$ cat src/rtl/register_file_pkg.sv
// Shared definitions for the register file: default geometry, the zero-register
// address and the byte-lane merge used by both the write path and the bypass path.
package register_file_pkg;

  localparam int unsigned DEFAULT_DATA_W = 32;
  localparam int unsigned DEFAULT_ADDR_W = 5;
  localparam int unsigned REG_ZERO       = 0;

  // merge() works on a fixed maximum width; callers zero-extend into it and
  // truncate the result, so DATA_W must not exceed this.
  localparam int unsigned MERGE_MAX_W = 256;

  // Replace each byte lane of old_data whose enable is set with the same lane of new_data.
  function automatic logic [MERGE_MAX_W-1:0] merge(input logic [MERGE_MAX_W-1:0]   old_data,
                                                   input logic [MERGE_MAX_W-1:0]   new_data,
                                                   input logic [MERGE_MAX_W/8-1:0] be);
    logic [MERGE_MAX_W-1:0] res;
    res = old_data;
    for (int i = 0; i < int'(MERGE_MAX_W / 8); i++) begin
      if (be[i]) res[8*i +: 8] = new_data[8*i +: 8];
    end
    return res;
  endfunction

endpackage

$ cat src/rtl/register_file_read_port.sv
// One combinational read port of the register file (module regfile_read_port):
// address mux, zero-register masking and, when REGFILE_BYPASS_EN is defined,
// write-through forwarding of the in-flight write.
module regfile_read_port
  import register_file_pkg::*;
#(
  parameter int unsigned DATA_W   = DEFAULT_DATA_W,
  parameter int unsigned ADDR_W   = DEFAULT_ADDR_W,
  parameter int unsigned ZERO_REG = 1
) (
  input  logic [DATA_W-1:0]   regs_i [2**ADDR_W],
  input  logic [ADDR_W-1:0]   rd_addr_i,
  input  logic                wr_en_i,
  input  logic                reset_i,
  input  logic [ADDR_W-1:0]   wr_addr_i,
  input  logic [DATA_W-1:0]   wr_data_i,
  input  logic [DATA_W/8-1:0] wr_be_i,
  output logic [DATA_W-1:0]   rd_data_o
);

`ifndef REGFILE_BYPASS_EN
  // Write-side inputs only matter for forwarding.
  logic unused_bypass;
  assign unused_bypass = ^{wr_en_i, reset_i, wr_addr_i, wr_data_i, wr_be_i};
`endif

  // Select stored word, optionally forward the pending write, then mask reg 0.
  always_comb begin
    rd_data_o = regs_i[rd_addr_i];
`ifdef REGFILE_BYPASS_EN
    if (wr_en_i && !reset_i && (rd_addr_i == wr_addr_i)) begin
      rd_data_o = DATA_W'(merge(MERGE_MAX_W'(regs_i[rd_addr_i]), MERGE_MAX_W'(wr_data_i),
                                (MERGE_MAX_W/8)'(wr_be_i)));
    end
`endif
    // Masking last also keeps forwarding off address 0.
    if ((ZERO_REG != 0) && (rd_addr_i == ADDR_W'(REG_ZERO))) rd_data_o = '0;
  end

endmodule

$ cat src/rtl/register_file.sv
// Multi-port MIPS GPR file: NUM_RD combinational read ports and one clocked
// write port with per-byte enables. Optional reg 0 hard-wired to zero.
// Build option: define REGFILE_BYPASS_EN for same-cycle write-through forwarding.
module register_file
  import register_file_pkg::*;
#(
  parameter int unsigned DATA_W   = DEFAULT_DATA_W,
  parameter int unsigned ADDR_W   = DEFAULT_ADDR_W,
  parameter int unsigned NUM_RD   = 2,
  parameter int unsigned ZERO_REG = 1
) (
  input  logic                     Clk,
  input  logic                     reset,
  input  logic                     wrEn,
  input  logic [ADDR_W-1:0]        wrAddr,
  input  logic [DATA_W-1:0]        wrData,
  input  logic [DATA_W/8-1:0]      wrByteEn,
  input  logic [NUM_RD*ADDR_W-1:0] rdAddr,
  output logic [NUM_RD*DATA_W-1:0] rdData
);

  localparam int unsigned DEPTH = 2**ADDR_W;

  logic [DATA_W-1:0] regs_q [DEPTH];
  logic              wr_commit;

  // Writes to reg 0 are dropped when it is hard-wired; its flops then never change.
  always_comb begin
    wr_commit = wrEn;
    if ((ZERO_REG != 0) && (wrAddr == ADDR_W'(REG_ZERO))) wr_commit = 1'b0;
  end

  // Storage: synchronous clear wins over a simultaneous write.
  always_ff @(posedge Clk) begin
    if (reset) begin
      for (int i = 0; i < int'(DEPTH); i++) regs_q[i] <= '0;
    end else if (wr_commit) begin
      regs_q[wrAddr] <= DATA_W'(merge(MERGE_MAX_W'(regs_q[wrAddr]), MERGE_MAX_W'(wrData),
                                      (MERGE_MAX_W/8)'(wrByteEn)));
    end
  end

  for (genvar p = 0; p < int'(NUM_RD); p++) begin : g_rd
    regfile_read_port #(
      .DATA_W  (DATA_W),
      .ADDR_W  (ADDR_W),
      .ZERO_REG(ZERO_REG)
    ) u_rd (
      .regs_i   (regs_q),
      .rd_addr_i(rdAddr[p*ADDR_W +: ADDR_W]),
      .wr_en_i  (wrEn),
      .reset_i  (reset),
      .wr_addr_i(wrAddr),
      .wr_data_i(wrData),
      .wr_be_i  (wrByteEn),
      .rd_data_o(rdData[p*DATA_W +: DATA_W])
    );
  end

endmodule

$ cat config.mk
export PLATFORM = sky130hd
export DESIGN_NAME = register_file
export DESIGN_NICKNAME = d
export VERILOG_FILES = /design/src/rtl/register_file_pkg.sv /design/src/rtl/register_file_read_port.sv /design/src/rtl/register_file.sv
export SDC_FILE = /design/constraint.sdc
export NUM_CORES = 2
export LEC_CHECK = 0
export BUFFER_PORTS_ARGS = -buffer_cell sky130_fd_sc_hd__buf_4
export CAP_MARGIN = 30
export CORE_MARGIN = 4
export CORE_UTILIZATION = 38
export DETAILED_ROUTE_END_ITERATION = 8
export GPL_ROUTABILITY_DRIVEN = 0
export MAX_ROUTING_LAYER = met4
export PLACE_DENSITY = 0.57
export SLEW_MARGIN = 25
export SYNTH_ARGS = -nofsm -noshare
export SYNTH_HDL_FRONTEND = slang
export SYNTH_HIERARCHICAL = 1
export SYNTH_SLANG_ARGS = --single-unit
export TNS_END_PERCENT = 20
$ cat constraint.sdc
create_clock -name Clk -period 3.3 [get_ports Clk]
set_input_delay 0.66 -clock Clk [delete_from_list [all_inputs] [get_ports Clk]]
set_output_delay 0.66 -clock Clk [all_outputs]
set_load 0.02 [all_outputs]
## Word-level counts from Yosys, hierarchy flattened

Index checks and enable logic that the tools add are counted.

| storage, ports and cells | value |
|---|---|
| register bits | 1,024 |
| bits in latches | 0 |
| bits in writable memories | 0 |
| bits in read-only memories | 0 |
| input port bits | 54 |
| output and inout bits | 64 |
| logic and storage cells | 70 |
| memories | 0 |

| cells by class | value |
|---|---|
| add/subtract/negate cells | 0 |
| multipliers | 0 |
| div/mod/pow operators | 0 |
| order comparisons | 4 |
| equal/unequal tests | 0 |
| shifts and indexed selects | 0 |
| mux-type cells | 27 |
| bitwise gates (word level) | 3 |
| reductions and logical operators | 4 |

Operator list:

| operator | number |
|---|---|
| $bwmux W1024 | 1 |
| $bmux W32 S5 | 3 |
| $mux W32 | 9 |
| $demux W32 S5 | 1 |
| $mux W8 | 12 |
| $ge A6 B6 Y1 const B | 3 |
| $not A5 Y6 | 3 |
| $logic_not A5 Y1 | 3 |
| $lt A6 B1 Y1 const B | 1 |
| $logic_and A1 B1 Y1 | 1 |
| $mux W1 | 1 |

## Logic depth before layout (Yosys ltp)

| logic depth | value |
|---|---|
| depth after elaboration | 8 |
| depth in mapped cells | 12 |
| gate-level depth less buffers | 6 |

## Modules after synthesis

The synthesis kept the hierarchy.

By module, submodules not included:

| module | instances | cells each | area an instance (um^2) | sequential area each (um^2) |
|---|---|---|---|---|
| register_file | 1 | 4,469 | 44,238.7 | 20,499.7 |
| regfile_read_port | 2 | 664 | 8,368.0 | 0.0 |

## Worst setup path after synthesis

No wires, ideal clock.

| timing | value |
|---|---|
| path kind | input port to output port |
| start | input port rdAddr[0] |
| end | output port rdData[14] |
| arrival | 2,229 ps |
| data required time | 2,640 ps |
| slack | 411 ps |
| cell stages on the path | 7 |
| path buffers | 4 |
| cell sequence | buf_4 > inv_2 > buf_4 > buf_4 > clkbuf_1 > o2111ai_1 > a311oi_1 |

| on the way | value |
|---|---|
| cells in the longest elaborated chain, start to end | 5 |
| elaborated cells between the ends (all ways) | 6 |
| those cells by class | 4 x mux; 1 x bitwise; 1 x reduce/logical |

Ends and longest elaborated chain:

| element | RTL line | source |
|---|---|---|
| from (decl) | register_file.sv:18 | `input logic [NUM_RD*ADDR_W-1:0] rdAddr,` |
| $not A5 Y6 (implied by the code) | register_file_read_port.sv:29 | `rd_data_o = regs_i[rd_addr_i];` |
| $bmux W32 S5 | register_file_read_port.sv:29 |  |
| $mux W32 (implied by the code) (2 in series) | register_file_read_port.sv:29 |  |
| $mux W32 (*) | register_file_read_port.sv:37 | `if ((ZERO_REG != 0) && (rd_addr_i == ADDR_W'(REG_ZERO))) rd_data_o = '0;` |
| to (decl) | register_file.sv:19 | `output logic [NUM_RD*DATA_W-1:0] rdData` |

Mark *: on every way between the ends. The rest lies on a longest branch, timed or not. The select of a mux whose other input is x is not followed.

## Worst setup path after layout

| timing | value |
|---|---|
| start | input port rdAddr[7] |
| end | output port rdData[42] |

The elaborated chain is that of the path after synthesis.

==> out/results.ini <==
[logic_synthesis]
synthFlopType=dfxtp_1
synth-seq-area-share_pct=33.62
synth.distinct_cells=61
synth_area_um2=60970
synth_warnings=6
synth_cells=5797
synth-edff-count=0
synth-seq-cells=1024
synth_area_per_cell_um2=10.52
ys_async_sr_fraction_pct=0
syn_nets=5851

[clock_tree]
cts_sinks=1024
tritoncts=yes
cts_max_level=3
clkTransAtPathRegs_ps=60
cts_buffers=111
cts.path.max_buffers=3
cts-root-buf=clkbuf_16
clock_latency_ps=750

[power_and_ir_drop]
power-per-cell-area_nw_per_um2=419.2
cellLeakagePower_uw=0.02545
combPwrFrac_pct=14.4
p_sw_share_pct=27.89
irDropWorstVdd_v=0.0004290
intPower_uw=21880
power_switching_uw=8461
p_clk_share_pct=44.3
seq_power_share_pct=41.3

[critical_path]
cp.required_ps=2640
endpoint_kind=primary output
critPathMaxFanout=13
worstPathArrival_ps=2760
critical_path_class=input pin to primary output
cp-start-kind=input pin

[sta]
hold_viol=0
finalMaxSlewViolations=0
fin_ws_ps=-116.7
fin_crit_sh_pct=103.5
fin_crit_ps=3417
worst_slew_pin_slew_ps=1043
fmax_mhz=292.7
fin_skew_ps=26.52
relSlewSlack_pct=30.47
rsz0062_at_grt=true
finalSetupViolations=19

[layout]
finish.utilization_pct=45.54
fin_cells=8038
largest_register_ffs=1024
reg_top3=regs_q: 1024 flops
largest_register=regs_q
syn2layout_area_growth_pct=18.69
drive_above_1_share_pct=28.32
final_net_count=5913

[placement]
dp_worst_setup_slack_ps=-579.2
placedCellCount=7781
portBuffers=117
dp.final_hpwl_um=168700

[worst_hold_path]
hp-class=input pin to register

[global_route]
grtUsageMet1_pct=42.72
grt-ovfl-total=0
grt-busiest-layer=met2
grt_util_met2_pct=44.98
grtUsageTotal_pct=32.04
grt_max_degree=115
grt_pass1_vias=52260
antenna_found_initial=15
use_met3_pct=9.934
grt_pass1_wl_um=385300

[status]
violations=negative setup slack
outcome=finished with violations

[floorplanning]
pin_count=118
row_count=146
coreArea_um2=158900
fp.dieH_um=408.6
dieArea_um2=166900
die_x_um=408.6
initial_core_util_pct=38.37

[route]
via_per_inst=6.937
drc=0
ant_nets=0
first_pass_iters=7
wl_per_cell_um=33.76
drt_iter0_markers=9483
num_vias=55760
routed_wl_um=271300

[job]
maxCapViolations=0

## worst paths after layout
check | from | to | slack, ps | cells past startpoint
hold reg to reg | regs_q[1003] | regs_q[1003] | 500 | 1
hold / removal | reset | regs_q[1006] | 410 | 2
setup / recovery | rdAddr[7] | rdData[42] | -120 | 9
setup reg to reg | regs_q[307] | regs_q[19] | 920 | 6
## cell type report
| type | instances | area [µm²] |
|---|---|---|
| clock buffers | 146 | 3213 |
| repair buffers | 667 | 7797 |
| multi-input cells | 4022 | 37460 |
| clock inverters | 61 | 644.4 |
| fillers | 14670 | 86550 |
| inverters | 33 | 128.9 |
| flip-flops and latches | 1024 | 20500 |
| diodes | 13 | 32.53 |
| well taps | 2072 | 2592 |
## cells in the mapped netlist, drive strengths merged (22+ instances only)
library cell | count | area share [%]
a211oi | 68 | 0.84
a21oi | 43 | 0.36
a221oi | 53 | 0.76
a22o | 22 | 0.32
a22oi | 172 | 2.1
a311oi | 64 | 0.96
buf | 359 | 4.0
clkbuf | 359 | 2.3
dfxtp | 1024 | 34
inv | 33 | 0.20
mux2 | 68 | 1.3
mux2i | 444 | 7.3
mux4 | 544 | 20
nand2 | 112 | 0.75
nand3 | 50 | 0.41
nand3b | 992 | 12
nor2b | 107 | 1.1
o21ai | 1110 | 9.4
o22ai | 47 | 0.48
## worst max-delay path, stage by stage
cell	delay, ps
buf_12	180
buf_16	210
bufbuf_16	340
mux4_2	190
mux2_2	170
o21ai_4	60
a311oi_4	530
buf_4	220
buf_4	130
## per-stage QoR
stage                     hold slack [ps]  power [µW]  cell area, µm²  setup TNS [ps]
after global placement              482.7       16740           66760           -8964
after global routing                418.5       30960           72370          -850.9
after CTS                           404.2       30170           71760          -279.5
after floorplan                     463.6       14980           60970               0
after detailed placement            485.6       16760           66800           -7465
final                               413.4       30340           72370          -909.4
## layer usage
layer	part of all wire, %	up-vias
met1	40	28060
met2	42	4213
met3	14	801
met4	4.8	0
li1	-	22690
met5	0	-
## cell usage in the layout, fill, tap and decap left out, types with 26 or more instances in the layout
master	instances
a211oi_1	54
a21oi_1	42
a221oi_1	42
a22oi_1	160
a311oi_1	27
a311oi_2	26
buf_12	152
buf_16	26
buf_4	446
clkbuf_16	117
clkinv_2	32
dfxtp_1	1021
inv_1	31
mux2_2	67
mux2i_1	444
mux4_2	542
nand2_1	80
nand2_4	31
nand3_1	50
nand3b_1	992
nor2b_1	99
o21ai_0	496
o21ai_1	553
o21ai_2	55
o22ai_1	47
## logic make-up (layout without fill, tap and decap cells)
kind of cell	count (synthesis)	count (layout)	synth area share, %
AO/OA/AOI/OAI	1616	1616	15.76
buffers and inverters	751	907	6.538
flip-flops	1024	1024	33.62
multiplexers	1056	1056	28.65
other	0	13	0
AND/OR/NAND/NOR	1350	1350	15.44
## power by group through the flow
stage / combinational, µW / clock [µW] / sequential (µW)
detailed placement: 3960 / 0 / 12800
finish: 4360 / 13400 / 12500
global route: 4430 / 14000 / 12500
global placement: 3950 / 0 / 12800
floorplan: 2210 / 0 / 12800
CTS: 4140 / 13500 / 12500
## what timing repair did
action / CTS / global route
resized for setup: 113 / 79
hold buffers: 0 / 0
cloned: 12 / 3
setup buffers: 12 / 14
pin swaps: 11 / 13
setup endpoints to repair: 51 / 48
(Power assumes the default switching activity.)
